--- src/rtl/mult_div_pkg.sv ---
// Shared op encodings, FSM state type and default sizing for mult_div_engine.
// MULT_DIV_ACC_EN (engine build macro) enables the MADD/MSUB accumulator path.
package mult_div_pkg;

   localparam int MD_DATA_W   = 32;
   localparam int MD_MULT_LAT = 2;
   localparam int MD_DIV_STEP = 2;

   // Bit 0 set = unsigned variant; bit 2 = accumulate; bit 1 (with bit 2) = subtract.
   typedef enum logic [2:0] {
      OP_MULT  = 3'd0,
      OP_MULTU = 3'd1,
      OP_DIV   = 3'd2,
      OP_DIVU  = 3'd3,
      OP_MADD  = 3'd4,
      OP_MADDU = 3'd5,
      OP_MSUB  = 3'd6,
      OP_MSUBU = 3'd7
   } op_e;

   typedef enum logic [1:0] {
      ST_IDLE = 2'd0,
      ST_MUL  = 2'd1,
      ST_DIV  = 2'd2,
      ST_DONE = 2'd3
   } state_e;

   function automatic logic op_is_div(input logic [2:0] op);
      return (op == OP_DIV) || (op == OP_DIVU);
   endfunction

endpackage

--- src/rtl/div_iter.sv ---
// Unsigned restoring divider, DIV_STEP quotient bits per cycle.
// Divisor 0 naturally yields quotient all ones and remainder = dividend.
module div_iter
   import mult_div_pkg::*;
#(
   parameter int DATA_W   = MD_DATA_W,
   parameter int DIV_STEP = MD_DIV_STEP
) (
   input  logic              clk,
   input  logic              rst,
   input  logic              kill,
   input  logic              start,
   input  logic [DATA_W-1:0] dividend,
   input  logic [DATA_W-1:0] divisor,
   output logic              done,
   output logic [DATA_W-1:0] quotient,
   output logic [DATA_W-1:0] remainder
);

   localparam int ITER  = DATA_W / DIV_STEP;
   localparam int CNT_W = $clog2(ITER + 1);

   logic [DATA_W-1:0] rem_q, rem_d, quo_q, quo_d, dvs_q, dvs_d;
   logic [CNT_W-1:0]  cnt_q, cnt_d;
   logic              busy_q, busy_d;
   logic [DATA_W:0]   sh;

   always_comb begin
      rem_d  = rem_q;
      quo_d  = quo_q;
      dvs_d  = dvs_q;
      cnt_d  = cnt_q;
      busy_d = busy_q;
      sh     = '0;
      if (kill) begin
         busy_d = 1'b0;
      end else if (start) begin
         rem_d  = '0;
         quo_d  = dividend;
         dvs_d  = divisor;
         cnt_d  = CNT_W'(ITER);
         busy_d = 1'b1;
      end else if (busy_q) begin
         // Quotient bits shift in from the bottom as dividend bits leave the top.
         for (int i = 0; i < DIV_STEP; i++) begin
            sh    = {rem_d, quo_d[DATA_W-1]};
            quo_d = {quo_d[DATA_W-2:0], 1'b0};
            if (sh >= {1'b0, dvs_d}) begin
               sh       = sh - {1'b0, dvs_d};
               quo_d[0] = 1'b1;
            end
            rem_d = sh[DATA_W-1:0];
         end
         cnt_d = cnt_q - CNT_W'(1);
         if (cnt_q == CNT_W'(1)) busy_d = 1'b0;
      end
   end

   always_ff @(posedge clk or negedge rst) begin
      if (!rst) begin
         rem_q  <= '0;
         quo_q  <= '0;
         dvs_q  <= '0;
         cnt_q  <= '0;
         busy_q <= 1'b0;
      end else begin
         rem_q  <= rem_d;
         quo_q  <= quo_d;
         dvs_q  <= dvs_d;
         cnt_q  <= cnt_d;
         busy_q <= busy_d;
      end
   end

   assign done      = ~busy_q;
   assign quotient  = quo_q;
   assign remainder = rem_q;

endmodule

--- src/rtl/mult_div_engine.sv ---
// Multiply / divide / multiply-accumulate engine with valid-ready handshake.
// Define MULT_DIV_ACC_EN to enable MADD/MSUB accumulation; otherwise they act as MULT/MULTU.
module mult_div_engine
   import mult_div_pkg::*;
#(
   parameter int DATA_W   = MD_DATA_W,
   parameter int MULT_LAT = MD_MULT_LAT,
   parameter int DIV_STEP = MD_DIV_STEP
) (
   input  logic                clk,
   input  logic                rst,
   input  logic                flush,
   input  logic                req_valid,
   output logic                req_ready,
   input  logic [2:0]          op,
   input  logic [DATA_W-1:0]   operand_1,
   input  logic [DATA_W-1:0]   operand_2,
   input  logic [DATA_W-1:0]   hi_in,
   input  logic [DATA_W-1:0]   lo_in,
   output logic                resp_valid,
   input  logic                resp_ready,
   output logic [2*DATA_W-1:0] result,
   output logic                div_by_zero
);

   localparam int DIV_CYC = DATA_W / DIV_STEP + 1;
   localparam int CNT_MAX = (DIV_CYC > MULT_LAT) ? DIV_CYC : MULT_LAT;
   localparam int CNT_W   = $clog2(CNT_MAX + 1);

   state_e              state_q, state_d;
   logic [CNT_W-1:0]    cnt_q, cnt_d;
   logic [2:0]          op_q;
   logic [DATA_W-1:0]   a_q, b_q;
   logic [2*DATA_W-1:0] result_q, result_d, res_calc;
   logic                dbz_q, dbz_d, dbz_calc;
   logic                accept, div_start, div_done;
   logic                a_neg, b_neg, in_a_neg, in_b_neg;
   logic [DATA_W-1:0]   a_mag, b_mag, in_a_mag, in_b_mag, quo, rem, q_fix, r_fix;
   logic [2*DATA_W-1:0] prod_mag, prod;

   assign accept = req_valid & req_ready & ~flush;

   // Divider loads magnitudes straight from the inputs so it starts on the accept edge.
   assign in_a_neg  = ~op[0] & operand_1[DATA_W-1];
   assign in_b_neg  = ~op[0] & operand_2[DATA_W-1];
   assign in_a_mag  = in_a_neg ? (~operand_1 + 1'b1) : operand_1;
   assign in_b_mag  = in_b_neg ? (~operand_2 + 1'b1) : operand_2;
   assign div_start = accept & op_is_div(op);

   div_iter #(.DATA_W(DATA_W), .DIV_STEP(DIV_STEP)) u_div (
      .clk       (clk),
      .rst       (rst),
      .kill      (flush),
      .start     (div_start),
      .dividend  (in_a_mag),
      .divisor   (in_b_mag),
      .done      (div_done),
      .quotient  (quo),
      .remainder (rem)
   );

   always_ff @(posedge clk or negedge rst) begin
      if (!rst) state_q <= ST_IDLE;
      else      state_q <= state_d;
   end

   always_comb begin
      state_d = state_q;
      unique case (state_q)
         ST_IDLE: if (accept) state_d = op_is_div(op) ? ST_DIV : ST_MUL;
         ST_MUL:  if (cnt_q == '0) state_d = ST_DONE;
         ST_DIV:  if (cnt_q == '0 && div_done) state_d = ST_DONE;
         ST_DONE: if (resp_ready) state_d = ST_IDLE;
         default: state_d = ST_IDLE;
      endcase
      if (flush) state_d = ST_IDLE;
   end

   always_comb begin
      req_ready  = (state_q == ST_IDLE);
      resp_valid = (state_q == ST_DONE);
   end

   always_comb begin
      cnt_d = cnt_q;
      if (accept)
         cnt_d = op_is_div(op) ? CNT_W'(DIV_CYC - 1) : CNT_W'(MULT_LAT - 1);
      else if ((state_q == ST_MUL || state_q == ST_DIV) && cnt_q != '0)
         cnt_d = cnt_q - CNT_W'(1);
   end

   always_ff @(posedge clk or negedge rst) begin
      if (!rst) cnt_q <= '0;
      else      cnt_q <= cnt_d;
   end

   always_ff @(posedge clk or negedge rst) begin
      if (!rst) begin
         op_q <= '0;
         a_q  <= '0;
         b_q  <= '0;
      end else if (accept) begin
         op_q <= op;
         a_q  <= operand_1;
         b_q  <= operand_2;
      end
   end

   assign a_neg    = ~op_q[0] & a_q[DATA_W-1];
   assign b_neg    = ~op_q[0] & b_q[DATA_W-1];
   assign a_mag    = a_neg ? (~a_q + 1'b1) : a_q;
   assign b_mag    = b_neg ? (~b_q + 1'b1) : b_q;
   assign prod_mag = {{DATA_W{1'b0}}, a_mag} * {{DATA_W{1'b0}}, b_mag};
   assign prod     = (a_neg ^ b_neg) ? (~prod_mag + 1'b1) : prod_mag;
   assign q_fix    = (a_neg ^ b_neg) ? (~quo + 1'b1) : quo;
   assign r_fix    = a_neg ? (~rem + 1'b1) : rem;

`ifdef MULT_DIV_ACC_EN
   logic [2*DATA_W-1:0] acc_q;

   always_ff @(posedge clk or negedge rst) begin
      if (!rst)        acc_q <= '0;
      else if (accept) acc_q <= {hi_in, lo_in};
   end
`else
   logic unused_acc;
   assign unused_acc = ^{hi_in, lo_in};
`endif

   always_comb begin
      res_calc = prod;
      dbz_calc = 1'b0;
      if (op_is_div(op_q)) begin
         // Zero divisor is reported with the raw dividend, not the sign-fixed remainder.
         if (b_q == '0) begin
            res_calc = {a_q, {DATA_W{1'b1}}};
            dbz_calc = 1'b1;
         end else begin
            res_calc = {r_fix, q_fix};
         end
      end
`ifdef MULT_DIV_ACC_EN
      else if (op_q[2]) begin
         res_calc = op_q[1] ? (acc_q - prod) : (acc_q + prod);
      end
`endif
   end

   always_comb begin
      result_d = result_q;
      dbz_d    = dbz_q;
      if (flush || (state_q == ST_DONE && resp_ready)) begin
         result_d = '0;
         dbz_d    = 1'b0;
      end else if (state_q != ST_DONE && state_d == ST_DONE) begin
         result_d = res_calc;
         dbz_d    = dbz_calc;
      end
   end

   always_ff @(posedge clk or negedge rst) begin
      if (!rst) begin
         result_q <= '0;
         dbz_q    <= 1'b0;
      end else begin
         result_q <= result_d;
         dbz_q    <= dbz_d;
      end
   end

   assign result      = resp_valid ? result_q : '0;
   assign div_by_zero = resp_valid & dbz_q;

endmodule

--- config.mk ---
export PLATFORM = sky130hd
export DESIGN_NAME = mult_div_engine
export DESIGN_NICKNAME = d
export VERILOG_FILES = /design/src/rtl/mult_div_pkg.sv /design/src/rtl/div_iter.sv /design/src/rtl/mult_div_engine.sv
export SDC_FILE = /design/constraint.sdc
export NUM_CORES = 2
export LEC_CHECK = 0
export BUFFER_PORTS_ARGS = -buffer_cell sky130_fd_sc_hd__buf_4
export CORE_AREA = 3 3 332 334
export CTS_BUF_LIST = sky130_fd_sc_hd__clkbuf_2 sky130_fd_sc_hd__clkbuf_4 sky130_fd_sc_hd__clkbuf_8
export CTS_CLUSTER_DIAMETER = 40
export DETAILED_ROUTE_END_ITERATION = 10
export DIE_AREA = 0 0 335 337
export HOLD_SLACK_MARGIN = 0.03
export PLACE_DENSITY_LB_ADDON = 0.25
export RECOVER_POWER = 50
export SETUP_SLACK_MARGIN = 0.3
export SYNTH_ARGS = -nofsm -noshare
export SYNTH_HDL_FRONTEND = slang
export SYNTH_HIERARCHICAL = 1
export SYNTH_SLANG_ARGS = --single-unit
--- constraint.sdc ---
create_clock -name clk -period 12.1 [get_ports clk]
set_input_delay 1.815 -clock clk [delete_from_list [all_inputs] [get_ports clk]]
set_output_delay 1.815 -clock clk [all_outputs]
set_load 0.01 [all_outputs]
==> out/results.ini <==
[placement]
post_dp_cell_area_um2 = 57000
dp_slack_ns = 0.134
gp_congestion = 0.979
dp_hpwl_um = 153000
io_buffers = 138

[drt]
viasPerCell = 5.85
drc = 0
dr.pass1.iters = 6
ant_nets = 0
routed-via-count = 46800
wire_per_inst_um = 23.1
wl_um = 184000
drt-initial-drc-count = 4278

[status]
violations = capacitance limit, slew limit
status = finished with violations

[clock_tree]
clk_pin_slew_ns = 0.07
cts_hold_buffers = 0
cts_buffer_depth = 3
cts_num_sinks = 241
cts_buffers = 41
cts_tree = done
cts-root-buf = clkbuf_8
htreeDepth = 2
clkLatencyLatePin_ns = 0.59

[timing]
fmax_ghz = 0.0879
setup_tns_ns = 0
report.final.slew_viol_count = 383
finalHoldViolations = 0
rsz0062_at_grt = false
setup_ws_ns = 0.723
relSlewSlack_pct = -302
period_share_pct = 94.0
tightest_slew_ns = 6.03
timing.final.crit_period_ns = 11.38
setup_viol = 0
finClkSkew_ns = 0.0229

[floorplanning]
rows = 120
io_pins = 203
die_y_um = 337
dieArea_um2 = 113000
core_area_um2 = 107000
initial_utilization_pct = 49.9
die_w_um = 335

[worst_setup_path]
crit_buf_inv = 6
cp.required_ns = 12.54
worstSetupPathType = reg2reg
arrival_ns = 11.81
critPathMaxFanout = 14
cp_slowest_cell = fa_1
critPathMostFrequentCell = fa_1
cp_top_family = adder cells
cp-start-kind = register
cp-end-kind = register
crit_path_max_incr_delay_ns = 0.60

[finish]
n_fill_cell = 10100
nets = 7931
multi_input_area_um2 = 43100
register_area_um2 = 6030
drive_gt1_share_pct = 8.99
final_area_um2 = 58100
syn2layout_area_growth_pct = 8.68

[synthesis]
netlist_instances = 6494
avgSynthCellArea_um2 = 8.24
yosys_most_used_dff = dfrtp_1
ys_async_sr_fraction_pct = 100
ys_ff_latch = 241
synth-edff-count = 0
seq_area_frac_synth_pct = 11.3
synthDistinctLibCells = 109
synth_nets = 7869
ys_warn_count = 6
syn_area_um2 = 53500

[global_routing]
grt_overflow = 0
grt_pass1_wl_um = 284000
grt_pass1_vias = 47600
track_usage_pct = 32.8
grt_max_degree = 105
grt_antenna_before_repair = 1

[job]
maxCapViolations = 5

[min_path]
min_path_type = reg2reg

## metrics by stage
| step | cells | hold WS, ns | utilization [%] |
|---|---|---|---|
| 5_1_grt | 7991 | 0.495 | 54.2 |
| 3_5_place_dp | 7913 | 0.456 | 53.2 |
| 6_report | 7993 | 0.474 | 54.2 |
| 2_1_floorplan | 6494 | 0.438 | - |
| 3_3_place_gp | 7913 | 0.453 | 53.2 |
| 4_1_cts | 7989 | 0.472 | 54.1 |
## path summary, 6_finish.rpt
kind	startpoint	to	slack [ns]	cells after the start
worst max-delay path	a_q[5]$_DFFE_PN0P_	result_q[62]$_DFFE_PN0P_	0.72	35
worst min-delay path	result_q[7]$_DFFE_PN0P_	result_q[7]$_DFFE_PN0P_	0.47	2
worst max register to register	a_q[5]$_DFFE_PN0P_	result_q[62]$_DFFE_PN0P_	0.72	35
worst min register to register	result_q[7]$_DFFE_PN0P_	result_q[7]$_DFFE_PN0P_	0.47	2
max in group asynchronous	rst	result_q[5]$_DFFE_PN0P_	2.82	2
min in group asynchronous	rst	u_div/remainder[19]$_DFFE_PN0P_	3.48	1
## cell type report
cell class | instances | area share, %
clock inverters | 13 | 0.252
well taps | 1403 | 3.02
flip-flops and latches | 241 | 10.4
multi-input cells | 4949 | 74.1
diodes | 3 | 0.0129
inverters | 961 | 6.20
clock buffers | 61 | 1.35
repair buffers | 362 | 4.72
## cell usage after synthesis, drive strengths merged, types with 11 or more instances
| cell | number | area (µm²) |
|---|---|---|
| a211oi | 50 | 390 |
| a21o | 72 | 542 |
| a21oi | 249 | 1280 |
| a31oi | 19 | 140 |
| and2 | 96 | 606 |
| and3 | 21 | 131 |
| and4 | 12 | 105 |
| buf | 44 | 262 |
| clkbuf | 299 | 1120 |
| dfrtp | 241 | 6030 |
| fa | 898 | 18000 |
| ha | 341 | 4270 |
| inv | 960 | 3600 |
| mux2 | 30 | 353 |
| mux2i | 64 | 641 |
| nand2 | 1016 | 3810 |
| nand2b | 29 | 181 |
| nand3 | 50 | 255 |
| nand4 | 48 | 300 |
| nor2 | 780 | 2930 |
| nor2b | 27 | 171 |
| nor3 | 79 | 395 |
| nor4 | 34 | 240 |
| o211ai | 32 | 250 |
| o21a | 21 | 158 |
| o21ai | 311 | 1560 |
| o21bai | 11 | 93.8 |
| o221ai | 28 | 245 |
| o31ai | 33 | 253 |
| o41ai | 18 | 176 |
| or2 | 16 | 103 |
| or3 | 28 | 175 |
| or4 | 15 | 113 |
| xnor2 | 207 | 1810 |
| xor2 | 173 | 1520 |
## worst reg2reg max path: cells and delay by family, from the launching register on
family | cells | cell delay (ns)
compound gates | 9 | 2.65
buf+inv | 6 | 0.93
fa+ha+maj | 9 | 4.47
xor+xnor | 2 | 0.46
simple gates | 9 | 2.30
flops | 1 | 0.42
## layer usage
metal	track usage [%]	routed length (µm)	vias to the layer above	share of wire, %
met2	53.8	84700	2088	46
li1	-	-	20700	-
met3	5.40	15500	451	8.4
met5	0	0	-	0
met1	43.3	74400	23500	40
met4	14.1	9660	0	5.2
## state kept, by name, indices dropped and copies added, names as in the netlist
name and count:
a_q 32, b_q 32, cnt_q 5, dbz_q 1
op_q 3, result_q 64, state_q 2, u_div/busy_q 1
u_div/cnt_q 5, u_div/dvs_q 32, u_div/quotient 32, u_div/remainder 32
## cells in the final DEF (no fill, tap or decap), drive strengths merged, types with 64 or more instances in the layout
cell	count
xor2	173
inv	962
fa	898
o21ai	311
xnor2	207
mux2i	64
clkbuf	67
a21o	72
nor3	79
nand2	1016
a21oi	249
dfrtp	241
buf	356
and2	96
nor2	780
ha	341
## cell families (layout without fill, tap and decap cells)
group	Yosys count	count (layout)	synth area share (%)
compound gates	953	953	11.4
flops	241	241	11.3
other cells	0	3	0
simple gates	2283	2283	18.3
xor+xnor	380	380	6.22
buf+inv	1304	1397	9.33
mux	94	94	1.86
fa+ha+maj	1239	1239	41.6
## timing repair
item                                    in CTS  in global routing
gates cloned                                 0                  0
resized for setup                            3                 30
buffers inserted                             2                  1
hold endpoints to repair                     0                  0
pin swaps                                    1                  1
endpoints found under the setup margin      14                 26
Power is not shown: default switching activity piles up to over one toggle a cycle in this logic, so the estimate is an artifact.
